==> config.mk <==
export PLATFORM = sky130hd
export DESIGN_NAME = muldiv_unit
export DESIGN_NICKNAME = d
export VERILOG_FILES = /design/src/rtl/muldiv_unit_pkg.sv /design/src/rtl/muldiv_unit_div_core.sv /design/src/rtl/muldiv_unit.sv
export SDC_FILE = /design/constraint.sdc
export NUM_CORES = 2
export LEC_CHECK = 0
export CELL_PAD_IN_SITES_DETAIL_PLACEMENT = 1
export CELL_PAD_IN_SITES_GLOBAL_PLACEMENT = 1
export CORE_MARGIN = 5
export CORE_UTILIZATION = 40
export CTS_BUF_LIST = sky130_fd_sc_hd__clkbuf_16
export DETAILED_ROUTE_END_ITERATION = 7
export PLACE_DENSITY_LB_ADDON = 0.2
export SETUP_SLACK_MARGIN = 0.2
export SLEW_MARGIN = 10
export SYNTH_ARGS = -nofsm -noshare
export SYNTH_HDL_FRONTEND = slang
export SYNTH_HIERARCHICAL = 1
export SYNTH_SLANG_ARGS = --single-unit
==> constraint.sdc <==
create_clock -name clk -period 10.3 [get_ports clk]
set_input_delay 2.06 -clock clk [delete_from_list [all_inputs] [get_ports clk]]
set_output_delay 2.06 -clock clk [all_outputs]
set_load 0.05 [all_outputs]
==> src/rtl/muldiv_unit_pkg.sv <==
// Shared execute-stage types: decode ops, ALU functions, and the mul/div state encoding.
package muldiv_unit_pkg;

  localparam int XLEN  = 64;
  localparam int ITERS = XLEN;

  typedef enum logic [2:0] {
    OP_ALU, OP_ALUW, OP_LOAD, OP_STORE, OP_BRANCH, OP_JUMP, OP_SYSTEM
  } decode_op_t;

  typedef enum logic [3:0] {
    ALU_ADD, ALU_SUB, ALU_AND, ALU_OR, ALU_XOR, ALU_SLL, ALU_SRL, ALU_SRA,
    ALU_SLT, ALU_SLTU, ALU_MULT, ALU_DIV, ALU_DIVU, ALU_REM, ALU_REMU
  } alufunc_t;

  typedef enum logic [1:0] {IDLE, MUL, DIV, DONE} muldiv_state_t;

  function automatic logic [XLEN-1:0] word_sext(input logic [XLEN-1:0] v);
    return {{(XLEN-32){v[31]}}, v[31:0]};
  endfunction

endpackage

==> src/rtl/muldiv_unit_div_core.sv <==
// Restoring divider, one quotient bit per step, with sign fixup on the outgoing values.
module muldiv_unit_div_core
  import muldiv_unit_pkg::*;
(
  input  logic            clk,
  input  logic            reset,
  input  logic            start,
  input  logic            step,
  input  logic            is_signed,
  input  logic [XLEN-1:0] dividend,
  input  logic [XLEN-1:0] divisor,
  output logic [XLEN-1:0] quotient,
  output logic [XLEN-1:0] remainder
);

  logic [XLEN-1:0] dvd, dvs, rem;
  logic [XLEN-1:0] dvd_next, rem_next;
  logic [XLEN:0]   rem_sh, rem_diff;
  logic            qneg, rneg, qbit, sa, sb;

  assign sa = is_signed & dividend[XLEN-1];
  assign sb = is_signed & divisor[XLEN-1];

  // Partial remainder is kept one bit wider so divisors above 2^63 compare correctly.
  always_comb begin
    rem_sh    = {rem, dvd[XLEN-1]};
    rem_diff  = rem_sh - {1'b0, dvs};
    qbit      = (rem_sh >= {1'b0, dvs});
    rem_next  = qbit ? rem_diff[XLEN-1:0] : rem_sh[XLEN-1:0];
    dvd_next  = {dvd[XLEN-2:0], qbit};
    quotient  = qneg ? -dvd_next : dvd_next;
    remainder = rneg ? -rem_next : rem_next;
  end

  always_ff @(posedge clk or posedge reset) begin
    if (reset) begin
      dvd  <= '0;
      dvs  <= '0;
      rem  <= '0;
      qneg <= 1'b0;
      rneg <= 1'b0;
    end else if (start) begin
      dvd  <= sa ? -dividend : dividend;
      dvs  <= sb ? -divisor : divisor;
      rem  <= '0;
      qneg <= sa ^ sb;
      rneg <= sa;
    end else if (step) begin
      dvd <= dvd_next;
      rem <= rem_next;
    end
  end

endmodule

==> src/rtl/muldiv_unit.sv <==
// Iterative multiply/divide unit with valid/ready handshake and flush.
// state | meaning
// IDLE  | ready for an operation
// MUL   | shift-add multiply, one bit per cycle
// DIV   | restoring divide, one quotient bit per cycle
// DONE  | result valid, held until taken
module muldiv_unit
  import muldiv_unit_pkg::*;
(
  input  logic            clk,
  input  logic            reset,
  input  logic            in_valid,
  output logic            in_ready,
  input  alufunc_t        alufunc,
  input  logic            is_word,
  input  logic [XLEN-1:0] src_a,
  input  logic [XLEN-1:0] src_b,
  input  logic            flush,
  output logic            out_valid,
  input  logic            out_ready,
  output logic [XLEN-1:0] result
);

  localparam int CW = $clog2(ITERS);

  muldiv_state_t   state, state_next;
  logic [CW-1:0]   counter;
  alufunc_t        op_func;
  logic            op_word;
  logic [XLEN-1:0] opa, opb, mul_a, mul_b, mul_acc, mul_acc_next;
  logic [XLEN-1:0] div_q, div_r, final_val, final_fixed;
  logic            accept, last, is_div_func, signed_func, div_zero;

  assign in_ready  = (state == IDLE);
  assign out_valid = (state == DONE);
  assign accept    = in_valid && in_ready && !flush;
  assign last      = (counter == CW'(ITERS-1));

  assign is_div_func = (alufunc == ALU_DIV) || (alufunc == ALU_DIVU) ||
                       (alufunc == ALU_REM) || (alufunc == ALU_REMU);
  assign signed_func = (alufunc == ALU_MULT) || (alufunc == ALU_DIV) ||
                       (alufunc == ALU_REM);
  assign div_zero    = is_div_func && (opb == '0);

  always_comb begin
    opa = src_a;
    opb = src_b;
    if (is_word) begin
      if (signed_func) begin
        opa = word_sext(src_a);
        opb = word_sext(src_b);
      end else begin
        opa = {{(XLEN-32){1'b0}}, src_a[31:0]};
        opb = {{(XLEN-32){1'b0}}, src_b[31:0]};
      end
    end
  end

  assign mul_acc_next = mul_acc + (mul_b[0] ? mul_a : '0);

  always_comb begin
    case (op_func)
      ALU_MULT:          final_val = mul_acc_next;
      ALU_DIV, ALU_DIVU: final_val = div_q;
      default:           final_val = div_r;
    endcase
    final_fixed = op_word ? word_sext(final_val) : final_val;
  end

  always_comb begin
    state_next = state;
    case (state)
      IDLE: if (accept) begin
        if (alufunc == ALU_MULT)          state_next = MUL;
        else if (is_div_func && !div_zero) state_next = DIV;
        else                               state_next = DONE;
      end
      MUL, DIV: if (last) state_next = DONE;
      DONE:     if (out_ready) state_next = IDLE;
      default:  state_next = IDLE;
    endcase
    if (flush) state_next = IDLE;
  end

  always_ff @(posedge clk or posedge reset) begin
    if (reset) state <= IDLE;
    else       state <= state_next;
  end

  always_ff @(posedge clk or posedge reset) begin
    if (reset) begin
      counter <= '0;
      op_func <= ALU_ADD;
      op_word <= 1'b0;
      mul_a   <= '0;
      mul_b   <= '0;
      mul_acc <= '0;
      result  <= '0;
    end else begin
      if (flush || !((state == MUL) || (state == DIV)) || last) counter <= '0;
      else                                                       counter <= counter + 1'b1;

      if (accept) begin
        op_func <= alufunc;
        op_word <= is_word;
        mul_a   <= opa;
        mul_b   <= opb;
        mul_acc <= '0;
        // Zero divisor and unsupported functions finish at accept time.
        if (div_zero) begin
          if ((alufunc == ALU_DIV) || (alufunc == ALU_DIVU)) result <= '1;
          else result <= is_word ? word_sext(opa) : opa;
        end else if (!is_div_func && (alufunc != ALU_MULT)) begin
          result <= '0;
        end
      end else if (state == MUL) begin
        mul_acc <= mul_acc_next;
        mul_a   <= mul_a << 1;
        mul_b   <= mul_b >> 1;
      end

      if (!flush && ((state == MUL) || (state == DIV)) && last) result <= final_fixed;
    end
  end

  muldiv_unit_div_core u_div_core (
    .clk       (clk),
    .reset     (reset),
    .start     (accept && is_div_func),
    .step      (state == DIV),
    .is_signed (signed_func),
    .dividend  (opa),
    .divisor   (opb),
    .quotient  (div_q),
    .remainder (div_r)
  );

endmodule

# ---- After elaboration in Yosys (flattened, before gate mapping)
# Index checks and enable logic that the tools add are counted.
dict set report word_totals {
  input_bits 138
  output_inout_bits 66
  register_bits 463
}
dict set report op_classes {
  bitwise 3
  order_cmp 1
  addsub 7
  n_mux 36
  n_eq_ne 16
  n_reduce_logical 30
}
# cell count
set ops {}
lappend ops {{$mux W64} 27}
lappend ops {{$neg A64 Y64} 4}
lappend ops {{$pmux W64 S2} 1}
lappend ops {{$ge A65 B64 Y1} 1}
lappend ops {{$add A64 B64 Y64} 1}
lappend ops {{$logic_not A64 Y1} 1}
lappend ops {{$sub A64 B64 Y64} 1}
lappend ops {{$eq A4 B4 Y1 const B} 8}
lappend ops {{$mux W2} 5}
lappend ops {{$logic_and A1 B1 Y1} 8}
lappend ops {{$logic_or A1 B1 Y1} 8}
lappend ops {{$add A6 B1 Y6 const B} 1}
lappend ops {{$eq A6 B6 Y1 const B} 1}
lappend ops {{$mux W6} 1}
lappend ops {{$pmux W2 S3} 1}
lappend ops {{$reduce_bool A2 Y1} 3}
lappend ops {{$eq A2 B2 Y1 const B} 2}
lappend ops {{$logic_not A1 Y1} 4}
lappend ops {{$ne A4 B4 Y1 const B} 1}
lappend ops {{$reduce_or A2 Y1} 2}
lappend ops {{$ne A3 B1 Y1 const B} 1}
lappend ops {{$ne A3 B2 Y1 const B} 1}
lappend ops {{$ne A3 B3 Y1 const B} 1}
lappend ops {{$reduce_and A3 Y1} 1}
lappend ops {{7 further kinds} 8}

# ---- Logic depth before layout (Yosys ltp)
dict set report logic_depth {
  word_depth 14
  mapped_depth 32
  depth_no_buf 25
}

# ---- Modules after synthesis
# The synthesis kept the hierarchy.
# mod instances cells_each area_each_um2 seq_area_each_um2
set by_module_without_submodules {}
lappend by_module_without_submodules {muldiv_unit_div_core 1 2627 19831.5 4854.7}
lappend by_module_without_submodules {muldiv_unit 1 2201 18337.6 6731.5}

# ---- Worst setup path before layout
# No wires, ideal clock.
dict set report synth_timing {
  path_type {register to register}
  startpoint {reg u_div_core.rem[57]}
  endpoint {reg result[62]}
  synth_period_minus_slack_ns 6.657
  arrival_ns 6.536
  slack_ns 3.643
  path_stages_with_launch 31
  required_time_ns 10.179
  setup_time_ns 0.121
  path_cell_list {dfrtp_1 -> ha_1 -> buf_2 -> and3_1 -> nand2_1 -> or2_2 -> or3_1 -> clkbuf_2 -> nand3_2 -> buf_2 -> buf_2 -> buf_2 -> buf_1 -> clkbuf_1 -> a21oi_1 -> inv_1 -> ha_1 -> nand3b_1 -> or4b_2 -> nor4b_1 -> mux2i_1 -> a2111oi_2 -> nand4_1 -> buf_2 -> o41ai_2 -> xnor2_1 -> and3_1 -> a21oi_1 -> o21ai_0 -> a31o_1 -> a22o_1}
}
dict set report synth_via {
  elab_chain_len 7
  word_cells_on_any_way 10
  classes_between {add/sub (3); order compare (1); mux (6)}
}
# element line_no
set synth_lines {}
lappend synth_lines {{start: declaration} muldiv_unit_div_core.sv:16} ;# logic [XLEN-1:0] dvd, dvs, rem;
lappend synth_lines {{start signal: assignment} muldiv_unit_div_core.sv:50} ;# rem <= rem_next;
lappend synth_lines {{$ge A65 B64 Y1 *} muldiv_unit_div_core.sv:28} ;# qbit = (rem_sh >= {1'b0, dvs});
lappend synth_lines {{named net u_div_core.qbit} muldiv_unit_div_core.sv:19} ;# logic qneg, rneg, qbit, sa, sb;
lappend synth_lines {{$mux W64 *} muldiv_unit_div_core.sv:29} ;# rem_next = qbit ? rem_diff[XLEN-1:0] : rem_sh[XLEN-1:0];
lappend synth_lines {{$neg A64 Y64} muldiv_unit_div_core.sv:32} ;# remainder = rneg ? -rem_next : rem_next;
lappend synth_lines {{$mux W64 *} muldiv_unit_div_core.sv:32}
lappend synth_lines {{named net div_r[62]} muldiv_unit.sv:31} ;# logic [XLEN-1:0] div_q, div_r, final_val, final_fixed;
lappend synth_lines {{$pmux W64 S2 *} muldiv_unit.sv:62} ;# case (op_func)
lappend synth_lines {{$mux W64 *} muldiv_unit.sv:67} ;# final_fixed = op_word ? word_sext(final_val) : final_val;
lappend synth_lines {{$mux W64 *} muldiv_unit.sv:122} ;# if (!flush && ((state == MUL) || (state == DIV)) && last) result <= final_fixed;
lappend synth_lines {{end signal: assignment} muldiv_unit.sv:112} ;# else result <= is_word ? word_sext(opa) : opa;
lappend synth_lines {{end signal: assignment} muldiv_unit.sv:122}
lappend synth_lines {{end: declaration} muldiv_unit.sv:21} ;# output logic [XLEN-1:0] result
# Mark *: on every way through the listed nets, which the timed path passes. The rest lies on a longest branch.
# A chain may end at the register's enable or synchronous reset.

# ---- Worst setup path in the final report
dict set report layout_timing {
  startpoint {reg u_div_core.rem[45]}
  endpoint {reg result[63]}
}
dict set report layout_via {
  elab_chain_len 7
  word_cells_on_any_way 10
  classes_between {add/sub (3); order compare (1); mux (6)}
}
# element line_no
set layout_lines {}
lappend layout_lines {{$ge A65 B64 Y1 *} muldiv_unit_div_core.sv:28}
lappend layout_lines {{$mux W64 *} muldiv_unit_div_core.sv:29}
lappend layout_lines {{$neg A64 Y64} muldiv_unit_div_core.sv:32}
lappend layout_lines {{$mux W64 *} muldiv_unit_div_core.sv:32}
lappend layout_lines {{named net div_r[31]} muldiv_unit.sv:31}
lappend layout_lines {{$pmux W64 S2 *} muldiv_unit.sv:62}
lappend layout_lines {{$mux W64 *} muldiv_unit.sv:67}
lappend layout_lines {{$mux W64 *} muldiv_unit.sv:122}
# Marks and branches as above.

==> results list <==
* Detailed Routing Iterations Pass 1: 5
* Unrepaired setup endpoints after global routing: no
- During I/O placement, the number of pins put on the boundary was 204.
- For this run, the top clock speed supported by timing is 0.1343 GHz.
- Type of the most critical hold path: reg -> reg
- Subtracting the final worst setup slack from the clock period gives 7.444 ns.
* Peak supply drop: 0.1729 mV
* Final number of setup-violating endpoints: 0
- Following the worst setup path forward leads to its endpoint at result[63]$_DFFE_PP0P_.
- Post-synth EDFFs: 0
* Gr ovfl total: 0
- Cell area after layout: 42,980 µm²
* Number of global-route vias before repair: 36,890
- Number of distinct library cells after synthesis: 109
* Clock slew seen by the registers of the worst setup and hold paths: 0.06 ns
- From left edge to right edge, the die measures 318.9 µm.
- Layout overhead on the synthesized area: 12.60%
- Number of max-cap violations: 0
- Reg-to-reg critical path startpoint: u_div_core/rem[45]$_DFFE_PP0P_
- Floorplan die area: 101,700 µm²
* Worst endpoint required time: 10.83 ns
- Per-instance average area after synthesis: 7.906 µm²
- Die Height: 318.9 µm
- Setup slack of the worst register-to-register path: 2.86 ns
* Clock H-tree levels: 2
- The worst register-to-register path ends at result[63]$_DFFE_PP0P_.
* Ys async rst share: 100.0%
- The detail route stage leaves a number of antenna-violating nets equal to 0.
* First-pass GRT wire length: 221,500 µm
- The Yosys step of the flow raised 6 warnings.
- Max-slew violation count: 0
- The first routing iteration left 2,830 violations.
- Kind of start point of the critical path: register
- Post-synth net total: 5,104
- Global routing used 26.84% of the available tracks across all layers.
- In the global route stage, met1 resource usage came out at 39.10%.
- Share of the cycle needed by the critical path after routing: 72.27%
- Avg Vias per Cell: 6.017
- Layer carrying the most global-route usage: met2
* Launch point of the critical path: u_div_core/rem[45]$_DFFE_PP0P_
* Final hold viol count: 0
- Clock buffers created by TritonCTS: 60
- The HPWL after detailed placement is 107,100 µm.
* Setup skew after layout: 0.02411 ns
- Clk Latency, worst-skew pair: 0.65 ns
* Per-cell routed wire length: 23.26 µm
- Global routing consumed, on the met2 layer, 42.64% of the routing resources.
- Across all layers, the routed design uses 36,970 vias.
- Critical Path Sink Type: register
* Port Buf Inserts: 203
- Headroom to the max-slew limit: 22.88%
- Measured in cells, the most critical reg-to-reg path has a length of 24.
* Post-route worst setup slack: 2.856 ns
* Total inserted antenna cells: 0
* WL final: 142,900 µm
* Transition time at the pin with the least slew margin: 1.157 ns
- For this design the static power due to leakage is 17.50 nW.
- CORE AREA: 94,870 µm²
* Max Fanout on Critical Path: 44
- Total cell area at the placement stage: 41,020 µm²
- Ratio of total power to cell area: 386.8 nW/µm²
* Antenna violations before repair: 3
- Synthesized cell area: 38,170 µm²
- Counting along the longest clock path gives a buffer depth of 3.
* Primary FF master, synth: sky130_fd_sc_hd__dfrtp_1
* Number of sinks driven by the clock tree: 463
- Number of cells on the worst hold path: 1
- At the end of routability-driven placement, the weighted congestion stood at 0.9256.
- CTS Root Buffer Type: sky130_fd_sc_hd__clkbuf_16
* Synthesized instance count: 4,828
* Largest net degree at the start of global routing: 183
* TritonCTS clock tree: built
- Count of unresolved DRC violations after routing: 0
- STA puts the critical path data arrival time at 7.97 ns.
* Setup CP Type: reg -> reg
* Final total negative setup slack: 0 ns
- In the final design database the tool counted 5,107 nets.
* Post-CTS Setup Inserts: 0
* Row Count: 113
* Worst slack, placed: 2.829 ns
* Register bit count reported by yosys: 463
- Post-CTS repair changed the size of 0 cells.
* GR Layer Usage met3: 2.784%
- Summing the sequential cell areas from Yosys gives 30.35% of the chip area.
- The flow ran to the end, and the final reports show no timing, DRC or antenna violations.
* Tot Pwr: 16.62 mW
* Share of cells above drive strength 1: 4.325%
* Initial cell density of the core: 40.23%
* Post-cts hold buffer count: 0
[critical path, stage by stage (launching register included)]
cell and delay (ns):
sky130_fd_sc_hd__dfrtp_1 0.46, sky130_fd_sc_hd__ha_1 0.53, sky130_fd_sc_hd__nand4_1 0.20, sky130_fd_sc_hd__nor3_1 0.54, sky130_fd_sc_hd__nand4_1 0.26, sky130_fd_sc_hd__nor3_1 0.38, sky130_fd_sc_hd__nor3_2 0.06, sky130_fd_sc_hd__buf_4 0.19
sky130_fd_sc_hd__nand3_4 0.15, sky130_fd_sc_hd__buf_4 0.54, sky130_fd_sc_hd__inv_2 0.30, sky130_fd_sc_hd__buf_4 0.32, sky130_fd_sc_hd__or4b_4 0.58, sky130_fd_sc_hd__a211oi_4 0.37, sky130_fd_sc_hd__nand2_1 0.16, sky130_fd_sc_hd__o21ai_0 0.23
sky130_fd_sc_hd__xor2_1 0.09, sky130_fd_sc_hd__and3_1 0.16, sky130_fd_sc_hd__a21oi_1 0.31, sky130_fd_sc_hd__o211ai_2 0.18, sky130_fd_sc_hd__a21oi_2 0.17, sky130_fd_sc_hd__buf_4 0.42, sky130_fd_sc_hd__and2_1 0.37, sky130_fd_sc_hd__nor2_1 0.09
sky130_fd_sc_hd__a22o_1 0.20
[layer usage]
layer	vias to the layer above	wire length (µm)
met2	926	63880
met3	193	7085
met1	18430	67690
met4	0	4256
met5	-	0
li1	17410	-
[layout by cell type (no fill, tap or decap), types with 11 or more instances in the layout]
cell type / n
sky130_fd_sc_hd__nand2_1: 576
sky130_fd_sc_hd__o21ai_0: 478
sky130_fd_sc_hd__dfrtp_1: 462
sky130_fd_sc_hd__nor2_1: 419
sky130_fd_sc_hd__a21oi_1: 375
sky130_fd_sc_hd__mux2i_1: 286
sky130_fd_sc_hd__clkdlybuf4s50_1: 202
sky130_fd_sc_hd__xnor2_1: 194
sky130_fd_sc_hd__inv_1: 176
sky130_fd_sc_hd__xor2_1: 143
sky130_fd_sc_hd__ha_1: 134
sky130_fd_sc_hd__and2_1: 108
sky130_fd_sc_hd__nor3_1: 97
sky130_fd_sc_hd__a211oi_1: 85
sky130_fd_sc_hd__o31ai_1: 73
sky130_fd_sc_hd__nand3_1: 68
sky130_fd_sc_hd__nand4_1: 63
sky130_fd_sc_hd__clkbuf_16: 61
sky130_fd_sc_hd__a21o_1: 54
sky130_fd_sc_hd__nor4_1: 53
sky130_fd_sc_hd__or3_1: 49
sky130_fd_sc_hd__a22o_1: 47
sky130_fd_sc_hd__buf_4: 46
sky130_fd_sc_hd__a31oi_1: 39
sky130_fd_sc_hd__or4_1: 39
sky130_fd_sc_hd__o21ai_1: 36
sky130_fd_sc_hd__o41ai_1: 32
sky130_fd_sc_hd__and3_1: 31
sky130_fd_sc_hd__nand2b_1: 30
sky130_fd_sc_hd__o21a_1: 30
sky130_fd_sc_hd__o221ai_1: 28
sky130_fd_sc_hd__o211ai_1: 26
sky130_fd_sc_hd__nor2b_1: 22
sky130_fd_sc_hd__a22oi_1: 22
sky130_fd_sc_hd__a221oi_1: 16
sky130_fd_sc_hd__and4_1: 15
sky130_fd_sc_hd__clkinv_1: 14
sky130_fd_sc_hd__or2_2: 13
sky130_fd_sc_hd__a221o_1: 12
sky130_fd_sc_hd__o21bai_1: 11
[Yosys cell counts, drive strengths merged, types with 7 or more instances]
library cell  number  share of area, %
a2111oi            9              0.29
a211oi            87               1.8
a21boi            11              0.22
a21o              54               1.1
a21oi            381               5.0
a221o             12              0.31
a221oi            17              0.41
a22o              47               1.1
a22oi             24              0.52
a31o              10              0.23
a31oi             39              0.64
and2             113               1.9
and3              31              0.51
and4              15              0.34
buf               76              0.97
clkbuf           235               2.3
dfrtp            463                30
ha               136               4.5
inv              163               1.6
mux2               9              0.28
mux2i            287               7.5
nand2            577               5.7
nand2b            30              0.49
nand3             70              0.94
nand3b             8              0.16
nand4             63               1.0
nor2             422               4.2
nor2b             23              0.38
nor3              99               1.3
nor3b              7              0.14
nor4              53              0.87
o211a              7              0.18
o211ai            27              0.54
o21a              31              0.61
o21ai            515               6.8
o21bai            11              0.22
o221ai            28              0.64
o31a               9              0.21
o31ai             74               1.5
o41ai             34              0.82
or2               13              0.21
or3               49              0.80
or4               39              0.77
xnor2            194               4.5
xor2             143               3.3
[report_power, final]
part | internal, mW | total [mW] | switching [mW] | leakage [nW]
logic | 3.89 | 11.2 | 7.28 | 10.7
clock network | 1.26 | 2.14 | 0.879 | 1.02
registers | 2.57 | 3.32 | 0.748 | 5.79
total | 7.72 | 16.6 | 8.91 | 17.5
[flip-flops by register name (all words and copies together) (netlist names), 2 cells and up]
register / cells
mul_acc: 64
mul_a: 64
result: 64
u_div_core/rem: 64
u_div_core/dvs: 64
state: 2
u_div_core/dvd: 64
counter: 6
mul_b: 64
op_func: 4
[cells by family (layout without fill, tap and decap cells)]
family / Yosys count / count (layout) / synth area share, %
DFF: 463 / 463 / 30.35
adders and majority gates: 138 / 138 / 4.563
buffers and inverters: 475 / 526 / 4.894
muxes: 296 / 296 / 7.812
xor gates and xnor gates: 337 / 337 / 7.733
and+or+nand+nor: 1636 / 1636 / 20.25
AOI/OAI and AO/OA: 1483 / 1483 / 24.40
[worst min-delay path by stage]
| stage | from | end | slack [ns] |
|---|---|---|---|
| 4_1_cts | counter[0]$_DFF_PP0_ | counter[0]$_DFF_PP0_ | 0.47 |
| 3_3_place_gp | counter[0]$_DFF_PP0_ | counter[0]$_DFF_PP0_ | 0.46 |
| 6_report | counter[0]$_DFF_PP0_ | counter[0]$_DFF_PP0_ | 0.46 |
| 2_1_floorplan | counter[0]$_DFF_PP0_ | counter[0]$_DFF_PP0_ | 0.43 |
| 5_1_grt | result[21]$_DFFE_PP0P_ | result[21]$_DFFE_PP0P_ | 0.50 |
| 3_5_place_dp | counter[0]$_DFF_PP0_ | counter[0]$_DFF_PP0_ | 0.46 |
[final cells by class]
| class | count | area (µm²) |
|---|---|---|
| fill | 11450 | 51890 |
| multi-input combinational | 3890 | 24790 |
| sequential | 463 | 11590 |
| timing repair buffer | 252 | 2432 |
| tap | 1265 | 1583 |
| clock buffer | 61 | 1526 |
| inverter | 164 | 630.6 |
| clock inverter | 49 | 429.2 |
[per-stage QoR]
step / hold slack [ns] / utilization [%] / std cells
after floorplan: 0.4312 / - / 4828
after global placement: 0.4556 / 43.24 / 6034
after detailed placement: 0.4648 / 43.24 / 6034
after CTS: 0.4726 / 45.30 / 6144
after global routing: 0.4989 / 45.30 / 6144
final: 0.4645 / 45.30 / 6144
No activity file was read; power rests on OpenSTA's default activity.
